<file path="src/rtl/shift_rotate_unit.sv">
// rtl/shift_rotate_unit.sv - multi-cycle shift/rotate engine, one bit position per clock
// Start/busy/done handshake; result and carry/zero/negative flags held until the next completion.
module shift_rotate_unit #(
  parameter int DATA_WIDTH = 8,
  parameter int AMT_WIDTH  = $clog2(DATA_WIDTH + 1)
) (
  input  logic                  clk,
  input  logic                  reset,
  input  logic                  start_i,
  input  logic [2:0]            mode_i,
  input  logic [DATA_WIDTH-1:0] data_i,
  input  logic [AMT_WIDTH-1:0]  amount_i,
  input  logic                  carry_i,
  output logic                  busy_o,
  output logic                  done_o,
  output logic [DATA_WIDTH-1:0] result_o,
  output logic                  flag_carry_o,
  output logic                  flag_zero_o,
  output logic                  flag_negative_o
);

  localparam logic [0:0] ST_IDLE  = 1'b0;
  localparam logic [0:0] ST_SHIFT = 1'b1;

  localparam logic [2:0] MODE_SHL = 3'b000;
  localparam logic [2:0] MODE_SHR = 3'b001;
  localparam logic [2:0] MODE_ASR = 3'b010;
  localparam logic [2:0] MODE_ROL = 3'b011;
  localparam logic [2:0] MODE_ROR = 3'b100;
  localparam logic [2:0] MODE_RCL = 3'b101;
  localparam logic [2:0] MODE_RCR = 3'b110;
  localparam logic [2:0] MODE_RSV = 3'b111;

  localparam logic [AMT_WIDTH-1:0] MAX_AMT = AMT_WIDTH'(DATA_WIDTH);
  localparam logic [AMT_WIDTH-1:0] ONE_AMT = AMT_WIDTH'(1);

  logic [0:0]            state_q, state_d;
  logic [DATA_WIDTH-1:0] sh_q, sh_d;
  logic                  c_q, c_d;
  logic [2:0]            mode_q, mode_d;
  logic [AMT_WIDTH-1:0]  cnt_q, cnt_d;
  logic                  busy_q, busy_d;
  logic                  done_q, done_d;
  logic [DATA_WIDTH-1:0] result_q, result_d;
  logic                  carry_q, carry_d;
  logic                  zero_q, zero_d;
  logic                  neg_q, neg_d;

  logic [DATA_WIDTH-1:0] step_data;
  logic                  step_c;

  // Single 1-bit step of the latched operation; C is the running carry.
  always_comb begin
    step_data = sh_q;
    step_c    = c_q;
    case (mode_q)
      MODE_SHL: begin step_data = {sh_q[DATA_WIDTH-2:0], 1'b0};           step_c = sh_q[DATA_WIDTH-1]; end
      MODE_SHR: begin step_data = {1'b0, sh_q[DATA_WIDTH-1:1]};           step_c = sh_q[0];            end
      MODE_ASR: begin step_data = {sh_q[DATA_WIDTH-1], sh_q[DATA_WIDTH-1:1]}; step_c = sh_q[0];        end
      MODE_ROL: begin step_data = {sh_q[DATA_WIDTH-2:0], sh_q[DATA_WIDTH-1]}; step_c = sh_q[DATA_WIDTH-1]; end
      MODE_ROR: begin step_data = {sh_q[0], sh_q[DATA_WIDTH-1:1]};        step_c = sh_q[0];            end
      MODE_RCL: begin step_data = {sh_q[DATA_WIDTH-2:0], c_q};            step_c = sh_q[DATA_WIDTH-1]; end
      MODE_RCR: begin step_data = {c_q, sh_q[DATA_WIDTH-1:1]};            step_c = sh_q[0];            end
      default:  begin step_data = sh_q;                                   step_c = c_q;                end
    endcase
  end

  always_comb begin
    state_d  = state_q;
    sh_d     = sh_q;
    c_d      = c_q;
    mode_d   = mode_q;
    cnt_d    = cnt_q;
    busy_d   = busy_q;
    done_d   = 1'b0;
    result_d = result_q;
    carry_d  = carry_q;
    zero_d   = zero_q;
    neg_d    = neg_q;
    case (state_q)
      ST_IDLE: begin
        if (start_i) begin
          state_d = ST_SHIFT;
          busy_d  = 1'b1;
          sh_d    = data_i;
          c_d     = carry_i;
          mode_d  = mode_i;
          // Reserved mode is a pass-through, so it simply runs zero steps.
          if (mode_i == MODE_RSV)      cnt_d = '0;
          else if (amount_i > MAX_AMT) cnt_d = MAX_AMT;
          else                         cnt_d = amount_i;
        end
      end
      ST_SHIFT: begin
        if (cnt_q != '0) begin
          sh_d  = step_data;
          c_d   = step_c;
          cnt_d = cnt_q - ONE_AMT;
        end else begin
          state_d  = ST_IDLE;
          busy_d   = 1'b0;
          done_d   = 1'b1;
          result_d = sh_q;
          carry_d  = c_q;
          zero_d   = (sh_q == '0);
          neg_d    = sh_q[DATA_WIDTH-1];
        end
      end
      default: begin
        state_d = ST_IDLE;
        busy_d  = 1'b0;
      end
    endcase
  end

  always_ff @(posedge clk) begin
    if (reset) begin
      state_q  <= ST_IDLE;
      sh_q     <= '0;
      c_q      <= 1'b0;
      mode_q   <= '0;
      cnt_q    <= '0;
      busy_q   <= 1'b0;
      done_q   <= 1'b0;
      result_q <= '0;
      carry_q  <= 1'b0;
      zero_q   <= 1'b0;
      neg_q    <= 1'b0;
    end else begin
      state_q  <= state_d;
      sh_q     <= sh_d;
      c_q      <= c_d;
      mode_q   <= mode_d;
      cnt_q    <= cnt_d;
      busy_q   <= busy_d;
      done_q   <= done_d;
      result_q <= result_d;
      carry_q  <= carry_d;
      zero_q   <= zero_d;
      neg_q    <= neg_d;
    end
  end

  assign busy_o          = busy_q;
  assign done_o          = done_q;
  assign result_o        = result_q;
  assign flag_carry_o    = carry_q;
  assign flag_zero_o     = zero_q;
  assign flag_negative_o = neg_q;

endmodule

</file>
<file path="config.mk">
export PLATFORM = sky130hd
export DESIGN_NAME = shift_rotate_unit
export DESIGN_NICKNAME = d
export VERILOG_FILES = /design/src/rtl/shift_rotate_unit.sv
export SDC_FILE = /design/constraint.sdc
export NUM_CORES = 1
export LEC_CHECK = 0
export BUFFER_PORTS_ARGS = -buffer_cell sky130_fd_sc_hd__buf_2
export CELL_PAD_IN_SITES_DETAIL_PLACEMENT = 1
export CELL_PAD_IN_SITES_GLOBAL_PLACEMENT = 1
export CORE_MARGIN = 10
export CORE_UTILIZATION = 44
export CTS_BUF_LIST = sky130_fd_sc_hd__clkbuf_8
export DETAILED_ROUTE_END_ITERATION = 10
export GPL_ROUTABILITY_DRIVEN = 0
export HOLD_SLACK_MARGIN = 0.02
export PLACE_DENSITY_LB_ADDON = 0.1
export SLEW_MARGIN = 40
export SYNTH_ARGS = -nofsm -noshare
export SYNTH_HDL_FRONTEND = slang
export SYNTH_SLANG_ARGS = --single-unit
</file>
<file path="constraint.sdc">
create_clock -name clk -period 4.09 [get_ports clk]
set_input_delay 0.6135 -clock clk [delete_from_list [all_inputs] [get_ports clk]]
set_output_delay 0.6135 -clock clk [all_outputs]
set_load 0.005 [all_outputs]
</file>
==> run metrics <==
status=finished, final reports clean; top cells by area, synth=dfxtp_1, nand2_1, a21oi_1; maximum level of the CTS H-tree=2; worst setup path endpoint=sh_q[4]; r2r worst-path depth=6; DR vias/cell=~5.5; # clock sinks=29; largest net degree at the start of global routing=37; Lkg Pwr=~0.0007 uW; maximum vdd drop=0.221 mV; synthesized area=between 1000 and 1500 um^2; Synth top area share=around two fifths; CTS Buf Count=5; Setup Buffers After CTS=0; area post-placement=roughly 1600 um^2; critical path depth=6; EDFF count, synth=0; total track usage=13.5%; CP max-delay cell=o41ai_1; row cnt=21; Fmax=555 MHz; area of the core=between 3000 and 4000 um^2; post-synthesis cell type count=between 40 and 50; cts hold-fix bufs=0; Critical Path Max Stage Delay=about 0.34 ns; Tightest Hold Check Type=flop to flop; number of nets in the layout=223; clock skew=0.00845 ns; DR WL/cell=16.1 um; Die X=~80 um; DR pass1 iterations=4; Yosys top cell by area=dfxtp_1; Period minus WS final=1.80 ns; number of max-cap violations=0; Die ar.=~6100 um^2; crit-path leading delay family=compound AO/OA/AOI/OAI gates; die height=78.1 um; IO Count=32; slew margin rel.=a little under three fifths; clock tree buffer depth=2; layout cell share with drive strength beyond 1=23.2%; cell with the most instances after synthesis=dfxtp_1; WP data arrival=slightly below 2 ns; TritonCTS clock tree=yes; # diodes=0; Slew @ Worst Pin=between 0.6 and 0.7 ns; #FFs+latches synth=29; clock-pin slew of the registers on the worst-case setup and hold paths=roughly 0.07 ns; area grow syn2layout=16.8%; grt total ovfl=0; Crit Reg-Reg Endpoint=sh_q[4]; Setup crit end kind=flop; Detail Route Antenna Nets=0; post-synthesis sequential area ratio=39.1%; clock root buffer master=clkbuf_8; Cells after Synth=about 180; HPWL after detailed placement=2.90 mm; PortBufs=31; R2R Setup Slk=between 2 and 2.5 ns; Final Hold Viols=0; cell breakdown of the critical path=inv_1, ha_1, nand4bb_1, o211ai_1, buf_2, o41ai_1; Initial Util=a little under half; Final period util=between 40% and 50%; syn nets=between 150 and 200; Synthesis Warnings=0; DRC errors left=0; Design Area, Final=about 1700 um^2; worst skew pair latency=~0.28 ns; # resized after CTS=0; total negative slack=0 ns; asr flop ratio synth=0%; max-slew violation count=0; drt total wl=~4 mm; ranking of synthesized cells by instance count=dfxtp_1, nand2_1, nor2_1; Most used DFF post-synth=dfxtp_1; kind of critical path=flop to flop; antenna violations before repair=0; CP startpoint kind=flop; worst r2r src=cnt_q[0]; syn_area_per_cell=8.43 um^2; Critical Path Start=cnt_q[0]; final setup violation count=0; Fillers=roughly 430; vias in the first global route=about 1400; RSZ-0062 raised after global routing=false; pwr dens=448 nW/um^2; critical-path maximum fanout=9; via count=between 1000 and 1500; Req. time, crit path=between 4 and 5 ns; first-pass GRT wire length=6.76 mm; Iter 0 DRT Violations=88; Critical path buffers and inverters=2
[per-stage QoR]
step,hold WS [ns],utilization (%),total power [uW],std cells,setup WS [ns]
detailed placement,0.448,49.7,518,241,2.19
floorplan,0.453,-,470,176,2.37
global placement,0.439,49.5,507,240,2.01
global route,0.485,52.8,824,249,2.11
finish,0.455,52.8,776,249,2.29
CTS,0.458,52.8,784,249,2.27
[power breakdown]
part	leakage (uW)	internal, uW	switching [uW]
Combinational	0.000404	74.8	96.8
Clock	0.0000542	152	112
Sequential	0.000238	311	29.8
[kinds of logic after synthesis]
group | count (synthesis) | share of synthesized area (%)
AND/OR/NAND/NOR | 67 | 23.2
AO/OA/AOI/OAI | 45 | 21.8
flip-flops | 29 | 39.1
buffers and inverters | 24 | 8.26
multiplexers | 7 | 4.72
XOR/XNOR | 2 | 1.18
adder cells (fa/ha/maj) | 2 | 1.69
[final cells by class]
cell class	instances	area [um^2]	share of cell area, %
Clock buffer	7	96.3	5.56
Clock inverter	1	5.00	0.289
Inverter	8	30.0	1.73
Multi-Input combinational cell	123	781	45.1
Sequential cell	29	581	33.5
Tap cell	46	57.6	3.32
Timing Repair Buffer	35	183	10.5
[registers in the layout (all words and copies together), names as in the netlist]
name	cells
flag_carry_o	1
result_o	8
c_q	1
flag_zero_o	1
state_q	1
mode_q	3
busy_o	1
done_o	1
cnt_q	4
sh_q	8
[worst min-delay path, delay by kind of cell (launching register included)]
kind / cells / cell delay (ns)
compound gates: 1 / 0.05
flops: 1 / 0.31
simple gates: 1 / 0.05
[per-layer routing]
metal	up-vias	routed length (um)	GRT usage (%)
li1	681	-	-
met1	657	1780	15.4
met2	30	1990	22.3
met3	2	198	4.90
met4	0	34	5.38
met5	-	0	0
[how the worst min path moves through the flow]
stage / start / endpoint / depth (start not counted)
final: result_o[2] / result_o[2] / 2
after global routing: flag_zero_o / flag_zero_o / 2
after CTS: result_o[6] / result_o[6] / 2
after detailed placement: result_o[6] / result_o[6] / 2
after global placement: result_o[5] / result_o[5] / 2
after floorplan: flag_carry_o / flag_carry_o / 2
[layout by cell type, fill, tap and decap left out, types with 7 or more instances in the layout]
cell type,n
mux2i_1,7
dfxtp_1,29
nor2_1,16
a21oi_1,14
clkbuf_8,7
nand3_1,7
nand2_1,21
buf_2,32
inv_1,8
Note: power is estimated with default switching activity, not from simulation.
